==> src/rtl/huffman_bigvalues_sequencer.sv <==
// rtl/huffman_bigvalues_sequencer.sv - MP3 big_values Huffman pair sequencer
// Selects the table per pair, streams bits to the external decoder and serialises (x,y) into samples.
module huffman_bigvalues_sequencer #(
  parameter int MAX_PAIRS = 288,
  parameter int BUDGET_W  = 12,
  parameter int IDX_W     = 10
) (
  input  logic                clk,
  input  logic                rst,
  input  logic                start,
  input  logic [8:0]          big_values,
  input  logic [IDX_W-1:0]    region1_start,
  input  logic [IDX_W-1:0]    region2_start,
  input  logic [4:0]          table_sel0,
  input  logic [4:0]          table_sel1,
  input  logic [4:0]          table_sel2,
  input  logic [BUDGET_W-1:0] bit_budget,
  input  logic                bit_valid,
  input  logic                bit_data,
  output logic                bit_ready,
  output logic [4:0]          ht_sel,
  output logic                dec_valid,
  output logic                dec_data,
  input  logic                dec_done,
  input  logic signed [15:0]  dec_x,
  input  logic signed [15:0]  dec_y,
  output logic                sample_valid,
  output logic [IDX_W-1:0]    sample_idx,
  output logic signed [15:0]  sample_val,
  output logic [BUDGET_W-1:0] bits_left,
  output logic                busy,
  output logic                done,
  output logic                error
);

  typedef enum logic [2:0] {
    S_IDLE, S_SELECT, S_FEED, S_EMIT_ZX, S_EMIT_Y, S_DONE
  } state_t;

  state_t state, state_n;

  logic [8:0]         pair;
  logic [8:0]         bv;
  logic [IDX_W-1:0]   r1, r2;
  logic [4:0]         t0, t1, t2;
  logic signed [15:0] y_hold;

  logic [IDX_W-1:0] pair_idx;
  logic [4:0]       tbl_pick;
  logic             tbl_bad;
  logic [4:0]       tbl_eff;
  logic             last_pair;

  always_comb begin
    pair_idx  = IDX_W'({pair, 1'b0});
    last_pair = ((pair + 9'd1) == bv);
    if (pair_idx < r1)      tbl_pick = t0;
    else if (pair_idx < r2) tbl_pick = t1;
    else                    tbl_pick = t2;
    tbl_bad = (tbl_pick == 5'd4) || (tbl_pick == 5'd14);
    tbl_eff = tbl_bad ? 5'd0 : tbl_pick;
  end

  always_ff @(posedge clk or posedge rst) begin
    if (rst) state <= S_IDLE;
    else     state <= state_n;
  end

  always_comb begin
    state_n      = state;
    bit_ready    = 1'b0;
    dec_valid    = 1'b0;
    dec_data     = 1'b0;
    sample_valid = 1'b0;
    sample_idx   = '0;
    sample_val   = '0;
    done         = 1'b0;
    busy         = (state != S_IDLE);
    case (state)
      S_IDLE: begin
        if (start) state_n = (big_values == 9'd0) ? S_DONE : S_SELECT;
      end
      S_SELECT: begin
        state_n = (tbl_eff == 5'd0) ? S_EMIT_ZX : S_FEED;
      end
      S_FEED: begin
        // The decoder clears itself on dec_done, so no bit may be offered that cycle.
        bit_ready = ~dec_done & (bits_left != '0);
        dec_valid = bit_valid & bit_ready;
        dec_data  = bit_data;
        if (dec_done) begin
          sample_valid = 1'b1;
          sample_idx   = pair_idx;
          sample_val   = dec_x;
          state_n      = S_EMIT_Y;
        end else if (bits_left == '0) begin
          state_n = S_DONE;
        end
      end
      S_EMIT_ZX: begin
        sample_valid = 1'b1;
        sample_idx   = pair_idx;
        state_n      = S_EMIT_Y;
      end
      S_EMIT_Y: begin
        sample_valid = 1'b1;
        sample_idx   = pair_idx | IDX_W'(1);
        sample_val   = y_hold;
        state_n      = last_pair ? S_DONE : S_SELECT;
      end
      S_DONE: begin
        done    = 1'b1;
        state_n = S_IDLE;
      end
      default: state_n = S_IDLE;
    endcase
  end

  always_ff @(posedge clk or posedge rst) begin
    if (rst) begin
      pair      <= '0;
      bv        <= '0;
      r1        <= '0;
      r2        <= '0;
      t0        <= '0;
      t1        <= '0;
      t2        <= '0;
      ht_sel    <= '0;
      bits_left <= '0;
      y_hold    <= '0;
      error     <= 1'b0;
    end else begin
      case (state)
        S_IDLE: begin
          if (start) begin
            bv        <= (big_values > 9'(MAX_PAIRS)) ? 9'(MAX_PAIRS) : big_values;
            error     <= (big_values > 9'(MAX_PAIRS));
            r1        <= region1_start;
            r2        <= region2_start;
            t0        <= table_sel0;
            t1        <= table_sel1;
            t2        <= table_sel2;
            bits_left <= bit_budget;
            pair      <= '0;
          end
        end
        S_SELECT: begin
          ht_sel <= tbl_eff;
          if (tbl_bad) error <= 1'b1;
        end
        S_FEED: begin
          if (dec_valid) bits_left <= bits_left - BUDGET_W'(1);
          if (dec_done)               y_hold <= dec_y;
          else if (bits_left == '0)   error  <= 1'b1;
        end
        S_EMIT_ZX: y_hold <= '0;
        S_EMIT_Y:  pair   <= pair + 9'd1;
        default: ;
      endcase
    end
  end

endmodule

==> config.mk <==
export PLATFORM = sky130hd
export DESIGN_NAME = huffman_bigvalues_sequencer
export DESIGN_NICKNAME = d
export VERILOG_FILES = /design/src/rtl/huffman_bigvalues_sequencer.sv
export SDC_FILE = /design/constraint.sdc
export NUM_CORES = 1
export LEC_CHECK = 0
export BUFFER_PORTS_ARGS = -buffer_cell sky130_fd_sc_hd__buf_2
export CAP_MARGIN = 0
export CORE_MARGIN = 4
export CORE_UTILIZATION = 45
export CTS_CLUSTER_DIAMETER = 80
export DETAILED_ROUTE_END_ITERATION = 7
export GPL_TIMING_DRIVEN = 0
export PLACE_DENSITY = 0.71
export SETUP_SLACK_MARGIN = 0.02
export SYNTH_ARGS = -nofsm -noshare
export SYNTH_HDL_FRONTEND = slang
export SYNTH_SLANG_ARGS = --single-unit
==> constraint.sdc <==
create_clock -name clk -period 3.55 [get_ports clk]
set_input_delay 0.71 -clock clk [delete_from_list [all_inputs] [get_ports clk]]
set_output_delay 0.71 -clock clk [all_outputs]
set_load 0.01 [all_outputs]
# After elaboration in Yosys (flattened, before gate mapping)
# Cells that the tools add are included.
totals:
  register_bits: 90
  output_inout_bits: 50
  mem_count: 0
  latchBits: 0
  romBits: 0
  ram_bits: 0
op_classes:
  n_eq_ne: 15
  bitwise_logic: 3
  add_sub_neg: 2
  mux: 33
  n_reduce_logical: 18
  div_mod_pow: 0
  shift: 0
  mul: 0
  n_lt_le_gt_ge: 3
ops:
  columns: ["op", "n"]
  rows:
  - ["$pmux W16 S2", 2]
  - ["$mux W16", 2]
  - ["$pmux W10 S3", 1]
  - ["$mux W12", 2]
  - ["$pmux W12 S2", 1]
  - ["$lt A10 B10 Y1", 2]
  - ["$mux W9", 2]
  - ["$pmux W9 S2", 1]
  - ["$mux W3", 5]
  - ["$mux W5", 3]
  - ["$pmux W3 S5", 1]
  - ["$logic_not A12 Y1", 1]
  - ["$ne A2 B2 Y1 const B", 6]
  - ["$reduce_bool A12 Y1", 1]
  - ["$sub A12 B1 Y12 const B", 1]
  - ["$mux W1", 10]
  - ["$mux W10", 1]
  - ["$add A9 B1 Y9 const B", 1]
  - ["$eq A9 B9 Y1", 1]
  - ["$gt A9 B9 Y1 const B", 1]
  - ["$logic_not A9 Y1", 1]
  - ["$reduce_and A2 Y1", 4]
  - ["$eq A3 B2 Y1 const B", 2]
  - ["$eq A3 B3 Y1 const B", 2]
  - ["other kinds (16)", 20]

# Depth between registers and ports, before layout
logic_depth:
  depth_word: 9
  ltp_mapped: 10
  ltp_nobuf: 10

# Worst setup path before layout
# No wires, ideal clock.
synth_path:
  path_type: "register -> register"
  from: "register pair[4]"
  to: "register ht_sel[1]"
  path_stages_with_launch: 10
  period_less_slack_ns: 2.769
  setup_slack_ns: 0.781
  setup_time_ns: 0.121
  t_arrival_ns: 2.648
  path_cell_list: "dfrtp_1 > ha_1 > and4_1 > o211a_1 > a2111oi_4 > mux2_4 > mux2_4 > xor2_1 > a31oi_2 > a22o_1"
synth_via:
  elab_chain_cells: 6
synth_rtl:
  columns: ["element", "line_no", "rtl"]
  rows:
  - ["start: declaration", "42", "logic [8:0] pair;"]
  - ["start signal: assignment", "157", "S_EMIT_Y: pair <= pair + 9'd1;"]
  - ["$lt A10 B10 Y1", "58", "else if (pair_idx < r2) tbl_pick = t1;"]
  - ["$mux W5", "58", null]
  - ["$mux W5 (*)", "57", "if (pair_idx < r1) tbl_pick = t0;"]
  - ["$eq A5 B3 Y1 or $eq A5 B4 Y1 (tied branches)", "60", "tbl_bad = (tbl_pick == 5'd4) || (tbl_pick == 5'd14);"]
  - ["$logic_or A1 B1 Y1", "60", null]
  - ["$mux W5 (*)", "61", "tbl_eff = tbl_bad ? 5'd0 : tbl_pick;"]
  - ["end signal: assignment", "148", "ht_sel <= tbl_eff;"]
  - ["end: declaration", "21", "output logic [4:0] ht_sel,"]
# Mark *: on every way between the ends. The rest lies on a longest branch, timed or not.
# A chain may end at the register's enable or synchronous reset.

# Worst setup path after layout
layout_path:
  from: "register state[1]"
  to: "output sample_val[9]"
layout_via:
  elab_chain_cells: 2
layout_rtl:
  columns: ["element", "line_no", "rtl"]
  rows:
  - ["start: declaration", "40", "state_t state, state_n;"]
  - ["start signal: assignment", "66", "else state <= state_n;"]
  - ["$eq A3 B3 Y1 or $eq A3 B2 Y1 (tied branches)", "79", "case (state)"]
  - ["$pmux W16 S2 (*)", "79", null]
  - ["end: declaration", "29", "output logic signed [15:0] sample_val,"]
# Marked as above.

==> metrics.md <==
| Metric | Value |
|---|---|
| Status | `complete, no violations` |
| Fin. Hold Viols | `0` |
| CTS Buffer Depth | `2` |
| Crit Path Class | `flip-flop to output port` |
| Area of the mapped netlist | `0.00493 mm²` |
| Final net count | `841` |
| Cell family with most CP delay | `buffers and inverters` |
| Share of cells above drive strength 1 | `0.253` |
| Post-DRT Antenna Nets | `0` |
| Lkg Pwr | `3.16 nW` |
| Final min period | `3280 ps` |
| CP startpoint kind | `flip-flop` |
| Most used DFF post-synth | `dfrtp_1` |
| Fraction of registers with async set/reset | `1.00` |
| Synth top area share | `0.457` |
| Cells after Synth | `572` |
| Clock slew seen by the registers of the worst setup and hold paths | `90 ps` |
| Final slew viol count | `0` |
| Clk Latency, worst-skew pair | `360 ps` |
| Post-route insts no fill | `868` |
| Yosys warnings | `0` |
| Tot Pwr | `4.64 mW` |
| Int Power | `2.73 mW` |
| # DRC | `0` |
| Pre-antenna DRT Iters | `5` |
| Required time at the worst-slack endpoint | `2840 ps` |
| Worst hold slack | `310 ps` |
| Core ar. | `0.0105 mm²` |
| Routed WL | `13.2 mm` |
| Via/cell ratio | `5.28` |
| Initial antenna violation count | `0` |
| Vias post-DR | `4579` |
| Maxcap violations | `0` |
| Largest net degree at the start of global routing | `68` |
| Wire per inst | `15.3 µm` |
| CTS tree | `yes` |
| Placer congestion estimate | `0.857` |
| Worst path cell trace | `clkbuf_1 -> nor2b_4 -> nor2b_1 -> buf_2 -> and2_1 -> clkbuf_1 -> clkbuf_2 -> a22o_1 -> buf_2` |
| Commonest non-fill, non-tap cell in the layout | `nand2_1` |
| CP Buf/Inv Count | `5` |
| Port buffer count | `143` |
| Post-synth cell types | `58` |
| Htree depth | `3` |
| Vias in the first global route | `4656` |
| Crit. End Element | `output port` |
| GRT Util Overall | `0.210` |
| Flop pwr share | `0.376` |
| Seq cells post-synth | `90` |
| First-pass GRT wire length | `22.0 mm` |
| Die Width | `113 µm` |
| CTS Sinks | `90` |
| Max Clock Skew | `15.9 ps` |
| CP max-delay cell | `dfrtp_1` |
| Post-synth EDFFs | `0` |
| Cell count after placement | `852` |
| CP max stage delay | `320 ps` |
| Num rows | `37` |
| Die height | `113 µm` |
| Slew HR | `0.602` |
| DR iter-0 viols | `197` |
| Switching pwr | `1.91 mW` |
| Mean Syn Cell Area | `8.62 µm²` |
| Setup violators final | `0` |
| Worst Hold Class | `primary input to async pin` |
| Yosys top cell by area | `dfrtp_1` |
| Syn Nets | `686` |
| Sequential share of the synthesized area | `0.457` |
| Switching share of power | `0.412` |
| Diodes inserted | `0` |
| Worst Path Arrival | `2570 ps` |
| Comb power frac | `0.448` |
| Initial core utilization | `0.469` |
| Most frequent cells in the layout | `154 x nand2_1, 147 x buf_2, 90 x dfrtp_1` |
| Peak VDD IR | `0.000446 V` |
| I/O pin cnt | `144` |
| RSZ-0062 raised after global routing | `no` |
| Grt ovf | `0` |
| Final worst path period share | `0.924` |
| R2R setup slack | `360 ps` |
| Max Clock Freq | `0.305 GHz` |
| Clock share of power | `0.175` |
| Layout area overhead | `23.5%` |
| HPWL after DPL | `10.1 mm` |
| TNS Setup | `0 ps` |
| Total clock buffers created by CTS | `9` |
| PD cells | `763 mW/mm²` |
| Die ar. | `0.0127 mm²` |
| Ranking of synthesized cells by area | `dfrtp_1 46%, nand2_1 12%, o21ai_0 5.5%, ha_1 5.1%, a22o_1 3.4%` |
| Root Driver | `clkbuf_8` |
| Slew @ Worst Pin | `597 ps` |
| Fin util | `0.579` |
| Highest net fanout along the worst path | `10` |
==> logic make-up after synthesis <==
logic type / share of synthesized area
compound gates: 0.160
mux: 0.0315
xor+xnor: 0.0284
buf+inv: 0.0437
flops: 0.457
simple gates: 0.228
fa+ha+maj: 0.0508
==> cell usage after synthesis, types with 4 or more instances <==
library cell,n
dfrtp_1,90
or3_1,4
a21oi_1,23
buf_2,4
a211oi_1,4
nand2_1,154
xnor2_1,10
clkbuf_1,22
mux2_2,6
nor2_1,25
nand3_1,17
o21ai_0,54
nor2b_1,4
xor2_1,6
and3_1,5
a22o_1,19
and2_1,14
inv_1,26
ha_1,20
nor3_1,10
==> through the flow <==
step	cell area (µm²)	worst slack (ps)
floorplan	4930	505
global placement	5810	-543
detailed placement	5840	360
CTS	6080	91.5
global route	6090	64.2
finish	6090	271
==> power by group through the flow <==
stage	clock network, mW	logic (mW)	registers [mW]
after floorplan	0	1.43	1.74
after global placement	0	2.00	1.75
after detailed placement	0	2.08	1.77
after CTS	0.834	2.10	1.75
after global routing	0.872	2.37	1.80
final	0.814	2.08	1.75
==> flip-flops by register name, summed over array words and instances (netlist names) <==
name       count
bv             9
t1             5
t2             5
ht_sel         5
t0             5
state          3
pair           9
r1            10
bits_left     12
error          1
r2            10
y_hold        16
==> cell type report <==
cell class / instances / area (µm²)
Fill cell: 961 / 4420
Multi-Input combinational cell: 426 / 2470
Sequential cell: 90 / 2250
Timing Repair Buffer: 144 / 743
Tap cell: 136 / 170
Clock buffer: 10 / 138
Buffer: 29 / 116
Inverter: 27 / 104
Clock inverter: 6 / 95.1
==> metal layers <==
layer / part of all wire / up-vias / GRT usage
met5: 0 / - / 0
met4: 0.020 / 0 / 0.0785
met3: 0.046 / 20 / 0.0350
met2: 0.49 / 125 / 0.357
met1: 0.44 / 2177 / 0.270
li1: - / 2257 / -
==> worst paths after layout <==
| check | startpoint | to | cells after the start |
|---|---|---|---|
| max | state[1] | sample_val[9] | 9 |
| min | rst | bits_left[7] | 2 |
| max reg2reg | pair[4] | ht_sel[2] | 9 |
| min reg2reg | t1[2] | t1[2] | 2 |
| max in group asynchronous | rst | r1[2] | 3 |
| min in group clk | t1[2] | t1[2] | 2 |
==> what timing repair did <==
action / CTS / global route
resized for setup: 1 / 4
endpoints found under the hold margin: 0 / 0
hold buffers: 0 / 0
setup endpoints to repair: 10 / 16
setup buffers: 0 / 0
Note: power is estimated with default switching activity, not from simulation.
